`config.mk`:
```
export PLATFORM = sky130hd
export DESIGN_NAME = imm_extend_pipe
export DESIGN_NICKNAME = d
export VERILOG_FILES = /design/src/rtl/imm_ext_pkg.sv /design/src/rtl/imm_ext_core.sv /design/src/rtl/imm_extend_pipe.sv
export SDC_FILE = /design/constraint.sdc
export NUM_CORES = 1
export LEC_CHECK = 0
export ABC_AREA = 1
export CELL_PAD_IN_SITES_DETAIL_PLACEMENT = 1
export CELL_PAD_IN_SITES_GLOBAL_PLACEMENT = 2
export CORE_MARGIN = 2
export CORE_UTILIZATION = 28
export CTS_CLUSTER_DIAMETER = 60
export DETAILED_ROUTE_END_ITERATION = 12
export PLACE_DENSITY_LB_ADDON = 0.1
export SETUP_SLACK_MARGIN = 0.02
export SLEW_MARGIN = 20
export SYNTH_ARGS = -nofsm -noshare
export SYNTH_HDL_FRONTEND = slang
export SYNTH_SLANG_ARGS = --single-unit
```
`constraint.sdc`:
```
create_clock -name clock -period 2.2 [get_ports clock]
set_input_delay 0.33 -clock clock [delete_from_list [all_inputs] [get_ports clock]]
set_output_delay 0.33 -clock clock [all_outputs]
set_load 0.1 [all_outputs]
```
`src/rtl/imm_ext_pkg.sv`:
```
// Shared encodings for the immediate extender: operand modes and skid-buffer states.
package imm_ext_pkg;

  typedef enum logic [1:0] {
    IMM_SEXT  = 2'b00,
    IMM_ZEXT  = 2'b01,
    IMM_UPPER = 2'b10,
    IMM_RSVD  = 2'b11
  } imm_mode_t;

  typedef enum logic [1:0] {
    ST_EMPTY = 2'b00,
    ST_ONE   = 2'b01,
    ST_TWO   = 2'b10
  } buf_state_t;

endpackage

```
`src/rtl/imm_ext_core.sv`:
```
// Combinational immediate extension (sign / zero / upper). Upper mode is only built
// when IMM_EXT_UPPER_EN is defined; otherwise mode 10 reports as reserved.
module imm_ext_core
  import imm_ext_pkg::*;
#(
  parameter int unsigned IN_W  = 17,
  parameter int unsigned OUT_W = 32
) (
  input  logic [IN_W-1:0]  in_data,
  input  logic [1:0]       in_mode,
  output logic [OUT_W-1:0] ext_data,
  output logic             ext_err
);

  logic [OUT_W-1:0] sext_v;
  logic [OUT_W-1:0] zext_v;
`ifdef IMM_EXT_UPPER_EN
  logic [OUT_W-1:0] upper_v;
`endif

  generate
    if (IN_W < 1 || OUT_W < IN_W) begin : g_bad_width
      $error("imm_ext_core: requires IN_W >= 1 and OUT_W >= IN_W");
    end else if (OUT_W == IN_W) begin : g_pass
      assign sext_v = in_data;
      assign zext_v = in_data;
`ifdef IMM_EXT_UPPER_EN
      assign upper_v = in_data;
`endif
    end else begin : g_ext
      assign sext_v = {{(OUT_W-IN_W){in_data[IN_W-1]}}, in_data};
      assign zext_v = {{(OUT_W-IN_W){1'b0}}, in_data};
`ifdef IMM_EXT_UPPER_EN
      assign upper_v = {in_data, {(OUT_W-IN_W){1'b0}}};
`endif
    end
  endgenerate

  // Unsupported modes still produce the sign-extended value so the operand is defined.
  always_comb begin
    ext_data = sext_v;
    ext_err  = 1'b0;
    case (imm_mode_t'(in_mode))
      IMM_SEXT:  ext_data = sext_v;
      IMM_ZEXT:  ext_data = zext_v;
`ifdef IMM_EXT_UPPER_EN
      IMM_UPPER: ext_data = upper_v;
`endif
      default:   ext_err  = 1'b1;
    endcase
  end

endmodule

```
`src/rtl/imm_extend_pipe.sv`:
```
// Pipelined immediate extender with valid/ready on both sides and a 2-entry skid buffer.
// Optional upper-immediate mode via IMM_EXT_UPPER_EN.
module imm_extend_pipe
  import imm_ext_pkg::*;
#(
  parameter int unsigned IN_W  = 17,
  parameter int unsigned OUT_W = 32
) (
  input  logic             clock,
  input  logic             reset,
  input  logic             in_valid,
  output logic             in_ready,
  input  logic [IN_W-1:0]  in_data,
  input  logic [1:0]       in_mode,
  output logic             out_valid,
  input  logic             out_ready,
  output logic [OUT_W-1:0] out_data,
  output logic             out_err
);

  buf_state_t       state, state_nxt;
  logic             load_main, load_skid, skid_to_main;
  logic             in_fire, out_fire;
  logic [OUT_W-1:0] ext_data;
  logic             ext_err;
  logic [OUT_W-1:0] main_data, skid_data;
  logic             main_err, skid_err;

  imm_ext_core #(
    .IN_W (IN_W),
    .OUT_W(OUT_W)
  ) u_core (
    .in_data (in_data),
    .in_mode (in_mode),
    .ext_data(ext_data),
    .ext_err (ext_err)
  );

  // Handshake outputs come from state alone, keeping both directions register-isolated.
  assign in_ready  = (state != ST_TWO);
  assign out_valid = (state != ST_EMPTY);
  assign in_fire   = in_valid & in_ready;
  assign out_fire  = out_valid & out_ready;
  assign out_data  = main_data;
  assign out_err   = main_err;

  always_ff @(posedge clock or negedge reset) begin
    if (!reset) state <= ST_EMPTY;
    else        state <= state_nxt;
  end

  always_comb begin
    state_nxt    = state;
    load_main    = 1'b0;
    load_skid    = 1'b0;
    skid_to_main = 1'b0;
    case (state)
      ST_EMPTY: begin
        if (in_fire) begin
          load_main = 1'b1;
          state_nxt = ST_ONE;
        end
      end
      ST_ONE: begin
        if (in_fire && out_fire) begin
          load_main = 1'b1;
        end else if (in_fire) begin
          load_skid = 1'b1;
          state_nxt = ST_TWO;
        end else if (out_fire) begin
          state_nxt = ST_EMPTY;
        end
      end
      ST_TWO: begin
        if (out_fire) begin
          skid_to_main = 1'b1;
          state_nxt    = ST_ONE;
        end
      end
      default: state_nxt = ST_EMPTY;
    endcase
  end

  always_ff @(posedge clock or negedge reset) begin
    if (!reset) begin
      main_data <= '0;
      main_err  <= 1'b0;
      skid_data <= '0;
      skid_err  <= 1'b0;
    end else begin
      if (load_main) begin
        main_data <= ext_data;
        main_err  <= ext_err;
      end else if (skid_to_main) begin
        main_data <= skid_data;
        main_err  <= skid_err;
      end
      if (load_skid) begin
        skid_data <= ext_data;
        skid_err  <= ext_err;
      end
    end
  end

endmodule

```
==> results.json <==
{
  "combPwrFrac_pct": 58.5,
  "avgViaCountPerCell": 4.18,
  "vias": 1647,
  "max_stage_delay_ps": 610,
  "synthArstFlopShare_pct": 100,
  "multi_input_area_um2": 652,
  "crit_type": "register to output pin",
  "path_cells": "buf_4",
  "nFillCells": 852,
  "startpoint_type": "register",
  "worstPathMaxFanout": 16,
  "place_congestion": 0.728,
  "seqPwrFrac_pct": 28.0,
  "switching_share_pct": 57.7,
  "start_util_pct": 28.9,
  "setup_viol": 0,
  "synthTopCellsByArea": "dfrtp_1 (51%), nand2_1 (18%), inv_1 (6.9%)",
  "p_switching_mw": 2.23,
  "wl_um": 4860,
  "initialDrtViolationCount": 72,
  "leakagePower_nw": 1.32,
  "nets": 320,
  "tightest_slew_ps": 528,
  "clkPwrFrac_pct": 13.5,
  "yosys.cell_count.top_type": "nand2_1",
  "ys_seq_area_share_pct": 50.9,
  "overflow": 0,
  "synth_fp_nets": 273,
  "crit_path_end_kind": "output pin",
  "io_pins": 58,
  "clock_skew_ps": 7.36,
  "synth_area_mm2": 0.00197,
  "grt_first_pass_wirelength_um": 8300,
  "gr-usage-all-layers_pct": 13.9,
  "coreArea_mm2": 0.00679,
  "fin_util_pct": 37.3,
  "cts_tree": "built",
  "synthCells": 250,
  "avgSynthCellArea_um2": 7.86,
  "instances_no_fill": 394,
  "hold_violations": 0,
  "cts_sinks": 40,
  "portBuffers": 57,
  "r2r_cells": 6,
  "maxClockFrequency_ghz": 0.618,
  "period_needed_ps": 1620,
  "cts_hold_buffers": 0,
  "synth_top_cell_area_share_pct": 50.9,
  "grt_pass1_vias": 1725,
  "regArea_mm2": 0.00100,
  "arrival_ps": 1290,
  "dp.cells": 386,
  "finalSetupTns_ps": 0,
  "synth_top_area_cell": "dfrtp_1",
  "clock_latency_ps": 300,
  "synth_warnings": 0,
  "die_h_um": 87.8,
  "cp_slowest_cell": "dfrtp_1",
  "area_growth_pct": 28.9,
  "rows": 30,
  "post_cts_resized": 0,
  "cap_violations": 0,
  "ys_top_cells_by_count": "nand2_1 (95), dfrtp_1 (40), inv_1 (36)",
  "cts_setup_buffers": 0,
  "ant_nets": 0,
  "wl_per_cell_um": 12.3,
  "cp_num_buf_inv": 1,
  "synth_cell_types": 18,
  "power_density_mw_per_mm2": 1530,
  "cts_buffer_depth": 2,
  "slew_headroom_pct": 64.8,
  "synth_ff_type": "dfrtp_1",
  "clkTransAtPathRegs_ps": 80,
  "internal-power_mw": 1.64,
  "drive_above_1_share_pct": 20.5,
  "vdd_ir_drop_max_v": 0.000502,
  "crit_family": "flip-flops",
  "drc": 0,
  "antenna_found_initial": 0,
  "dieArea_mm2": 0.00771,
  "dieWidth_um": 87.8,
  "rsz0062_at_grt": "false",
  "min_path_type": "primary input to async pin",
  "required_ps": 1870,
  "cts_buffers": 5,
  "status": "finished clean",
  "cts_root_buf": "clkbuf_8",
  "grt_max_degree": 41,
  "hpwl_um": 3280,
  "ys_ff_latch": 40,
  "slew_violations": 0,
  "first_pass_iters": 4,
  "fin_ws_ps": 581,
  "timing.final.crit_share_pct": 73.6,
  "power_mw": 3.87,
  "num_antenna_cells": 0,
  "crit_cells": 1,
  "synth_edf_count": 0,
  "post-place-ws_ps": 375,
  "cts_max_level": 2
}
## worst paths after layout
| check | start | slack [ps] | end |
|---|---|---|---|
| min reg2reg | out_data[9] | 480 | out_data[9] |
| max reg2reg | state[1] | 800 | out_data[30] |
| min | reset | 90 | out_data[15] |
| max | out_data[30] | 580 | out_data[22] |
| min in group clock | out_data[9] | 480 | out_data[9] |
| max in group asynchronous | reset | 1740 | skid_data[15] |
## layout make-up
class	count	area share, %
Clock buffer	6	3.26
Timing Repair Buffer	62	20.3
Sequential cell	40	39.5
Tap cell	96	4.74
Inverter	40	6.02
Clock inverter	2	0.395
Multi-Input combinational cell	148	25.7
## registers in the layout, summed over array words and instances, names as in the netlist
register and count:
skid_data 18, out_data 18, state 2, skid_err 1
out_err 1
## stage by stage
step / cell area (um^2) / hold slack (ps)
after CTS: 2530 / 109
after detailed placement: 2440 / 450
after global routing: 2530 / 135
final: 2530 / 89.6
after global placement: 2440 / 451
after floorplan: 1970 / 34.4
## layer usage
layer / GRT usage (%) / part of all wire, %
met1: 18.5 / 48
met2: 22.0 / 47
met3: 3.68 / 4.3
met4: 4.62 / 1.4
met5: 0 / 0
## power groups by stage
stage | sequential [mW] | clock (mW) | combinational, mW
finish | 1.08 | 0.523 | 2.27
global route | 1.12 | 0.577 | 2.39
CTS | 1.09 | 0.549 | 2.29
detailed placement | 1.10 | 0 | 2.29
global placement | 1.09 | 0 | 2.27
floorplan | 1.81 | 0 | 1.21
## cell usage in the layout (no fill, tap or decap)
| cell | instances |
|---|---|
| nand2_4 | 1 |
| nor2_2 | 1 |
| nor2_4 | 2 |
| clkbuf_8 | 6 |
| clkdlybuf4s50_1 | 21 |
| o21ai_1 | 14 |
| clkinv_2 | 2 |
| inv_2 | 3 |
| nand3_1 | 11 |
| o31ai_1 | 1 |
| buf_2 | 1 |
| nand3_2 | 1 |
| inv_1 | 36 |
| nand2_1 | 95 |
| nand2_2 | 3 |
| inv_4 | 1 |
| buf_4 | 40 |
| o21ai_0 | 18 |
| dfrtp_1 | 40 |
| nor2_1 | 1 |
## cells by family (layout without fill, tap and decap cells)
family                 after synthesis  after routing  synth area share [%]
AO/OA/AOI/OAI                       33             33                  8.53
buffers and inverters               62            110                  15.9
flip-flops                          40             40                  50.9
AND/OR/NAND/NOR                    115            115                  24.6
No activity file was read; power rests on OpenSTA's default activity.
